--- src/rtl/pipe_hazard_ctrl_pkg.sv ---
// Shared constants and FSM encoding for the pipeline stall/flush controller.
package pipe_hazard_ctrl_pkg;

    localparam int DSIZE = 32;
    localparam int ASIZE = 5;

    typedef enum logic [1:0] {
        ST_RUN   = 2'd0,
        ST_MWAIT = 2'd1,
        ST_ERR   = 2'd2
    } state_e;

endpackage

--- src/rtl/pipe_hazard_detect.sv ---
// Combinational load-use comparator: the load in EXE feeds a source operand of ID.
module pipe_hazard_detect #(
    parameter int ASIZE = pipe_hazard_ctrl_pkg::ASIZE
) (
    input  logic [ASIZE-1:0] id_rs,
    input  logic [ASIZE-1:0] id_rt,
    input  logic             id_uses_rs,
    input  logic             id_uses_rt,
    input  logic             exe_memtoreg,
    input  logic             exe_wen,
    input  logic [ASIZE-1:0] exe_waddr,
    output logic             load_use
);

    logic rs_hit_s;
    logic rt_hit_s;
    logic exe_load_s;

    // Register 0 is hardwired, so a load targeting it never creates a dependency.
    always_comb begin
        exe_load_s = exe_memtoreg && exe_wen && (exe_waddr != {ASIZE{1'b0}});
        rs_hit_s   = id_uses_rs && (id_rs == exe_waddr);
        rt_hit_s   = id_uses_rt && (id_rt == exe_waddr);
        load_use   = exe_load_s && (rs_hit_s || rt_hit_s);
    end

endmodule

--- src/rtl/pipe_hazard_ctrl.sv ---
// Central stall/flush controller: memory freeze with timeout, branch squash,
// load-use bubble insertion and a saturating stall-cycle counter.
module pipe_hazard_ctrl #(
    parameter int DSIZE   = pipe_hazard_ctrl_pkg::DSIZE,
    parameter int ASIZE   = pipe_hazard_ctrl_pkg::ASIZE,
    parameter int TIMEOUT = 64,
    parameter int CNT_W   = 16
) (
    input  logic             clk,
    input  logic             rst_n,
    input  logic [ASIZE-1:0] id_rs,
    input  logic [ASIZE-1:0] id_rt,
    input  logic             id_uses_rs,
    input  logic             id_uses_rt,
    input  logic             exe_memtoreg,
    input  logic             exe_wen,
    input  logic [ASIZE-1:0] exe_waddr,
    input  logic             exe_branch_taken,
    input  logic             mem_valid,
    input  logic             mem_memtoreg,
    input  logic             mem_MemWrite,
    input  logic             dmem_ack,
    output logic             dmem_req,
    output logic             pc_en,
    output logic             if_id_en,
    output logic             id_exe_en,
    output logic             exe_mem_en,
    output logic             if_id_flush,
    output logic             id_exe_flush,
    output logic             mem_wb_flush,
    output logic [CNT_W-1:0] stall_cnt,
    output logic             err
);

    import pipe_hazard_ctrl_pkg::state_e;
    import pipe_hazard_ctrl_pkg::ST_RUN;
    import pipe_hazard_ctrl_pkg::ST_MWAIT;
    import pipe_hazard_ctrl_pkg::ST_ERR;

    localparam int               WAIT_W      = $clog2(TIMEOUT + 1);
    localparam logic [WAIT_W-1:0] WAIT_LAST_C = WAIT_W'(TIMEOUT - 1);
    // A counter wider than the datapath could not be read back by software.
    localparam bit               CNT_OK_C    = (CNT_W >= 1) && (CNT_W <= DSIZE);

    state_e             state_r;
    state_e             next_state_s;
    logic [WAIT_W-1:0]  wait_cnt_r;
    logic [WAIT_W-1:0]  wait_nxt_s;
    logic [CNT_W-1:0]   stall_cnt_r;
    logic               load_use_s;
    logic               mem_access_s;
    logic               apply_rules_s;

    pipe_hazard_detect #(
        .ASIZE (ASIZE)
    ) u_hazard_detect (
        .id_rs        (id_rs),
        .id_rt        (id_rt),
        .id_uses_rs   (id_uses_rs),
        .id_uses_rt   (id_uses_rt),
        .exe_memtoreg (exe_memtoreg),
        .exe_wen      (exe_wen),
        .exe_waddr    (exe_waddr),
        .load_use     (load_use_s)
    );

    // State and wait-cycle registers.
    always_ff @(posedge clk or negedge rst_n) begin
        if (!rst_n) begin
            state_r    <= ST_RUN;
            wait_cnt_r <= {WAIT_W{1'b0}};
        end else begin
            state_r    <= next_state_s;
            wait_cnt_r <= wait_nxt_s;
        end
    end

    // Next state and pipeline controls; memory freeze outranks branch and load-use.
    always_comb begin
        next_state_s  = state_r;
        wait_nxt_s    = wait_cnt_r;
        mem_access_s  = mem_valid && (mem_memtoreg || mem_MemWrite);
        apply_rules_s = 1'b0;
        dmem_req      = 1'b0;
        pc_en         = 1'b0;
        if_id_en      = 1'b0;
        id_exe_en     = 1'b0;
        exe_mem_en    = 1'b0;
        if_id_flush   = 1'b1;
        id_exe_flush  = 1'b1;
        mem_wb_flush  = 1'b1;

        if (!rst_n) begin
            next_state_s = ST_RUN;
            wait_nxt_s   = {WAIT_W{1'b0}};
        end else begin
            case (state_r)
                ST_RUN: begin
                    dmem_req = mem_access_s;
                    if (mem_access_s && !dmem_ack) begin
                        if_id_flush  = 1'b0;
                        id_exe_flush = 1'b0;
                        next_state_s = (TIMEOUT <= 1) ? ST_ERR : ST_MWAIT;
                        wait_nxt_s   = WAIT_W'(1);
                    end else begin
                        apply_rules_s = 1'b1;
                    end
                end
                ST_MWAIT: begin
                    dmem_req = 1'b1;
                    if (dmem_ack) begin
                        apply_rules_s = 1'b1;
                        next_state_s  = ST_RUN;
                        wait_nxt_s    = {WAIT_W{1'b0}};
                    end else if (wait_cnt_r >= WAIT_LAST_C) begin
                        if_id_flush  = 1'b0;
                        id_exe_flush = 1'b0;
                        next_state_s = ST_ERR;
                    end else begin
                        if_id_flush  = 1'b0;
                        id_exe_flush = 1'b0;
                        wait_nxt_s   = wait_cnt_r + WAIT_W'(1);
                    end
                end
                ST_ERR: begin
                    next_state_s = ST_ERR;
                end
                default: begin
                    next_state_s = ST_ERR;
                end
            endcase
        end

        // Branch/load-use only act once the memory stage is free to advance.
        if (apply_rules_s) begin
            mem_wb_flush = 1'b0;
            exe_mem_en   = 1'b1;
            id_exe_en    = 1'b1;
            if (exe_branch_taken) begin
                pc_en        = 1'b1;
                if_id_en     = 1'b1;
                if_id_flush  = 1'b1;
                id_exe_flush = 1'b1;
            end else if (load_use_s) begin
                pc_en        = 1'b0;
                if_id_en     = 1'b0;
                if_id_flush  = 1'b0;
                id_exe_flush = 1'b1;
            end else begin
                pc_en        = 1'b1;
                if_id_en     = 1'b1;
                if_id_flush  = 1'b0;
                id_exe_flush = 1'b0;
            end
        end else begin
            mem_wb_flush = mem_wb_flush;
        end
    end

    // Saturating count of cycles in which the PC is held.
    always_ff @(posedge clk or negedge rst_n) begin
        if (!rst_n) begin
            stall_cnt_r <= {CNT_W{1'b0}};
        end else if (CNT_OK_C && !pc_en && (stall_cnt_r != {CNT_W{1'b1}})) begin
            stall_cnt_r <= stall_cnt_r + CNT_W'(1);
        end else begin
            stall_cnt_r <= stall_cnt_r;
        end
    end

    // Error flag is simply the sticky ERR state.
    always_comb begin
        stall_cnt = stall_cnt_r;
        if (state_r == ST_ERR) begin
            err = 1'b1;
        end else begin
            err = 1'b0;
        end
    end

endmodule
--- config.mk ---
export PLATFORM = sky130hd
export DESIGN_NAME = pipe_hazard_ctrl
export DESIGN_NICKNAME = d
export VERILOG_FILES = /design/src/rtl/pipe_hazard_ctrl_pkg.sv /design/src/rtl/pipe_hazard_detect.sv /design/src/rtl/pipe_hazard_ctrl.sv
export SDC_FILE = /design/constraint.sdc
export NUM_CORES = 1
export LEC_CHECK = 0
export ABC_AREA = 1
export BUFFER_PORTS_ARGS = -buffer_cell sky130_fd_sc_hd__buf_4
export CORE_MARGIN = 2
export CORE_UTILIZATION = 52
export CTS_BUF_LIST = sky130_fd_sc_hd__clkbuf_4 sky130_fd_sc_hd__clkbuf_8 sky130_fd_sc_hd__clkbuf_16
export CTS_CLUSTER_SIZE = 24
export DETAILED_ROUTE_END_ITERATION = 8
export PLACE_DENSITY = 0.88
export REMOVE_ABC_BUFFERS = 1
export SKIP_CTS_REPAIR_TIMING = 1
export SLEW_MARGIN = 20
export SYNTH_ARGS = -nofsm -noshare
export SYNTH_HDL_FRONTEND = slang
export SYNTH_SLANG_ARGS = --single-unit
--- constraint.sdc ---
create_clock -name clk -period 1.9 [get_ports clk]
set_input_delay 0.095 -clock clk [delete_from_list [all_inputs] [get_ports clk]]
set_output_delay 0.095 -clock clk [all_outputs]
set_load 0.01 [all_outputs]
After elaboration in Yosys (flattened, before gate mapping)

Cells that the tools add are included.
W data, S select, Z words.

$add $sub $neg: 2
Order comparisons: 1
Equal/unequal tests: 9
Muxes and demuxes: 29
Reductions and logical operators: 16

Operators by type and width:

| cell                    | number |
|---|---|
| $mux W7                 | 4 |
| $add A16 B1 Y16 const B | 1 |
| $mux W1                 | 16 |
| $ne A16 B16 Y1 const B  | 1 |
| $pmux W7 S2             | 1 |
| $eq A5 B5 Y1            | 2 |
| $logic_and A1 B1 Y1     | 8 |
| $mux W2                 | 4 |
| $ne A4 B4 Y1 const B    | 2 |
| $add A7 B1 Y7 const B   | 1 |
| $ge A7 B6 Y1 const B    | 1 |
| $pmux W1 S2             | 3 |
| $reduce_bool A5 Y1      | 1 |
| $pmux W2 S2             | 1 |
| $ne A3 B1 Y1 const B    | 1 |
| $ne A3 B3 Y1 const B    | 1 |
| $reduce_and A3 Y1       | 1 |
| $eq A2 B1 Y1 const B    | 1 |
| $eq A2 B2 Y1 const B    | 1 |
| $logic_not A1 Y1        | 2 |
| $logic_not A2 Y1        | 1 |
| $logic_or A1 B1 Y1      | 2 |
| $reduce_and A2 Y1       | 1 |

Register bits after elaboration: 25
Bits of input ports: 26
Output and inout port bits: 25
Word-level logic and storage cells: 60

Longest topological paths before layout

Depth after elaboration: 9
Gate-level depth with buffers: 12
Mapped depth without buffers: 12

Modules after synthesis

Synthesis repeated with hierarchy kept, for this count alone.

Cell total of the unflattened synthesis: 285
Area, all modules: 1851.8 sq um

Modules (own cells, without submodules):

| module             | times used | cells an instance | area each (sq um) | sequential area each (sq um) |
|---|---|---|---|---|
| pipe_hazard_ctrl   | 1          | 230               | 1634.1            | 625.6 |
| pipe_hazard_detect | 1          | 55                | 217.7             | 0.0 |

Worst setup path after synthesis

OpenSTA, ideal clock, no wires.

Path kind: reg2reg
Start: reg stall_cnt_r[0], in the netlist stall_cnt[0]
End: reg stall_cnt_r[13], in the netlist stall_cnt[13]
Setup time: 0.117 ns
Data arrival time: 1.460 ns
Required time: 1.783 ns
Path slack: 0.323 ns
Cell stages (with the launch flop): 11
Cells stage by stage: dfrtp_1 -> ha_1 -> nand3_2 -> nor2_4 -> nand4_2 -> nor2_4 -> nand2_4 -> nand2_2 -> inv_1 -> nand3_1 -> nand2_1

Word-level cells in the longest chain between the ends: 2
Elaborated cells between the ends (all ways): 3
Classes of those cells: 1 x add/sub; 1 x eq/ne; 1 x reduce/logical

Ends and longest elaborated chain:

| what                                                    | line                    | RTL |
|---|---|---|
| start: declaration                                      | pipe_hazard_ctrl.sv:49  | `logic [CNT_W-1:0] stall_cnt_r;` |
| start signal: assignment                                | pipe_hazard_ctrl.sv:163 | `stall_cnt_r <= {CNT_W{1'b0}};` |
| start signal: assignment                                | pipe_hazard_ctrl.sv:165 | `stall_cnt_r <= stall_cnt_r + CNT_W'(1);` |
| start signal: assignment                                | pipe_hazard_ctrl.sv:167 | `stall_cnt_r <= stall_cnt_r;` |
| branches (longest 2 deep; another with $add A16 B1 Y16) | n/a                     |  |

Parallel ways; which one is timed is not known.
A chain may end at the register's enable or synchronous reset.

Worst setup path after layout

Start: reg state_r[1]
End: out pc_en

Word-level cells in the longest chain between the ends: 4
Elaborated cells between the ends (all ways): 5
Classes of those cells: 1 x eq/ne; 3 x mux; 1 x reduce/logical

Ends and longest elaborated chain:

| what                                             | line                    | RTL |
|---|---|---|
| start: declaration                               | pipe_hazard_ctrl.sv:45  | `state_e state_r;` |
| start signal: assignment                         | pipe_hazard_ctrl.sv:73  | `state_r <= next_state_s;` |
| $eq A2 B1 Y1 or $logic_not A2 Y1 (tied branches) | pipe_hazard_ctrl.sv:97  | `case (state_r)` |
| $pmux W1 S2 (*)                                  | pipe_hazard_ctrl.sv:97  |  |
| $mux W1 (*)                                      | pipe_hazard_ctrl.sv:93  | `if (!rst_n) begin` |
| $mux W1 (*)                                      | pipe_hazard_ctrl.sv:135 | `if (apply_rules_s) begin` |
| end: declaration                                 | pipe_hazard_ctrl.sv:24  | `output logic pc_en,` |

Mark *: on every way between the ends. The rest lies on a longest branch, timed or not.

==> impl_metrics.env <==
export IMPL_crit_required_ns=1.80
export IMPL_finalCritPeriodShare=0.9243
export IMPL_drv_cap=0
export IMPL_viasPerCell=4.900
export IMPL_critPathKind="register to output port"
export IMPL_outcome="completed"
export IMPL_grt_max_degree=28
export IMPL_synth_top_area_frac=0.3519
export IMPL_peakVddDrop_mv=0.5446
export IMPL_antennaDiodeCount=0
export IMPL_yosys_area_top_type="dfrtp_1"
export IMPL_slew_headroom=0.7750
export IMPL_grt_ovfl_total=0
export IMPL_start_util=0.5370
export IMPL_hold_path_class="input pin to register"
export IMPL_synthArstFlopShare=1.000
export IMPL_cts_root_buf="clkbuf_4"
export IMPL_chipWidth_um=62.48
export IMPL_finalSetupTns_ns=0
export IMPL_place_inst=365
export IMPL_core_area_um2=3311
export IMPL_port_buffers=50
export IMPL_post_route_min_period_ns=1.756
export IMPL_first_iter_violations=147
export IMPL_finalNonFillerCells=370
export IMPL_final_nets=353
export IMPL_cts_buffer_depth=2
export IMPL_first_global_vias=1724
export IMPL_ys_seq_area_frac=0.3519
export IMPL_cts_sinks=25
export IMPL_maxSlewViolCount=0
export IMPL_grt_first_pass_wirelength_mm=7.162
export IMPL_path_clk_slew_ns=0.14
export IMPL_leakagePower_nw=1.301
export IMPL_layout_drive_gt1_share=0.2130
export IMPL_yosysWarningCount=0
export IMPL_cellPowerDensity_nw_per_um2=596.3
export IMPL_cts_made_buffers=3
export IMPL_tightest_slew_ns=0.3375
export IMPL_gp_congestion=0.8608
export IMPL_start_kind="register"
export IMPL_ant_nets=0
export IMPL_die_area_um2=3903
export IMPL_ys_flop_type="dfrtp_1"
export IMPL_ioPinCount=51
export IMPL_cts_tree="done"
export IMPL_syn_cell_area_um2=1778
export IMPL_hpwl_mm=2.988
export IMPL_wl_mm=3.997
export IMPL_layout_common_cells="103 x nand2_1, 52 x buf_4, 41 x inv_1"
export IMPL_first_pass_iters=4
export IMPL_fin_worst_skew_ns=0.003127
export IMPL_antenna_found_initial=0
export IMPL_synth_avg_cell_area_um2=6.537
export IMPL_insertion_delay_ns=0.33
export IMPL_drc=0
export IMPL_whs_ns=0.08802
export IMPL_synth_edf_count=0
export IMPL_worst_endpoint_arrival_ns=1.66
export IMPL_hold_viol=0
export IMPL_die_y_um=62.48
export IMPL_fillers=312
export IMPL_synthCells=272
export IMPL_core_rowCount=21
export IMPL_areaGrowthSynthToFinish_pct=26.67
export IMPL_num_vias=1813
export IMPL_synth_area_top_cells="dfrtp_1 35%, nand2_1 22%, nand3_1 9.0%, inv_1 8.7%, nor2_1 5.1%"
export IMPL_multi_input_area_um2=983.4
export IMPL_wl_per_cell_um=10.80
export IMPL_seqCellArea_um2=625.6
export IMPL_final_common_cell="nand2_1"
export IMPL_ys_seq_elements=25
export IMPL_crit_path_end_kind="output port"
export IMPL_max_freq_mhz=569.4
export IMPL_cts_max_level=1
export IMPL_grt_setup_unrepaired="no"
export IMPL_finalSetupViolCount=0
export IMPL_worstPathMaxFanout=25
export IMPL_yosysUniqueCellTypes=26
export IMPL_track_usage=0.2193
where the power goes:
part           internal [mW]  switching, mW
registers              0.589         0.0798
logic                  0.211          0.216
clock network         0.0792          0.168
total                  0.880          0.463
metrics by stage:
stage          cell area, um2  power (mW)  setup slack, ns  utilization
2_1_floorplan            1740      0.8972           0.3157            -
4_1_cts                  2216       1.350         -0.05947       0.6693
6_report                 2252       1.343           0.1438       0.6803
5_1_grt                  2252       1.435         0.006560       0.6803
3_5_place_dp             2188       1.102          0.08272       0.6610
3_3_place_gp             2188       1.087           0.2016       0.6610
cell usage after synthesis (2+ instances only):
library cell and count:
nand2_1 103, inv_1 41, nand3_1 32, dfrtp_1 25
nor2_1 24, nand4_1 6, buf_4 5, o21ai_0 5
xor2_1 4, a21oi_1 3, nor2_4 3, xnor2_1 3
ha_1 2, nand2_2 2, nand2_4 2, nand3b_1 2
logic make-up after synthesis:
kind of cell / Yosys count / share of synthesized area
XOR/XNOR: 7 / 0.03448
flip-flops: 25 / 0.3519
AO/OA/AOI/OAI: 10 / 0.03096
buffers and inverters: 47 / 0.1098
AND/OR/NAND/NOR: 181 / 0.4588
adder cells (fa/ha/maj): 2 / 0.01407
critical path: stages (launching register included):
cell and delay [ns]:
dfrtp_1 0.44, nor2_2 0.18, nand3_1 0.15, inv_2 0.17, nand2_8 0.14, inv_1 0.11, buf_4 0.12
final cells by class:
class / instances / area share
Inverter: 42 / 0.07000
Clock buffer: 3 / 0.01000
Multi-Input combinational cell: 200 / 0.4367
Tap cell: 46 / 0.02556
Timing Repair Buffer: 53 / 0.1778
Clock inverter: 1 / 0.002222
Sequential cell: 25 / 0.2778
layer usage:
metal / global-route usage / share of wire
met5: 0 / 0
met1: 0.2678 / 0.45
met2: 0.3992 / 0.50
met4: 0.04167 / 0.0068
met3: 0.04685 / 0.044
flip-flops by register name, indices dropped and copies added, names as in the netlist:
name,count
state_r,2
wait_cnt_r,7
stall_cnt,16
path summary, 6_finish.rpt:
kind	slack [ns]	endpoint	cells after the start	from
max	0.14	pc_en	6	state_r[1]
min	0.09	wait_cnt_r[0]	4	dmem_ack
max reg2reg	0.20	wait_cnt_r[5]	12	wait_cnt_r[0]
min reg2reg	0.51	wait_cnt_r[6]	2	wait_cnt_r[6]
max in group asynchronous	1.35	stall_cnt[10]	3	rst_n
min in group asynchronous	0.30	wait_cnt_r[3]	3	rst_n
No activity file was read; power rests on OpenSTA's default activity.
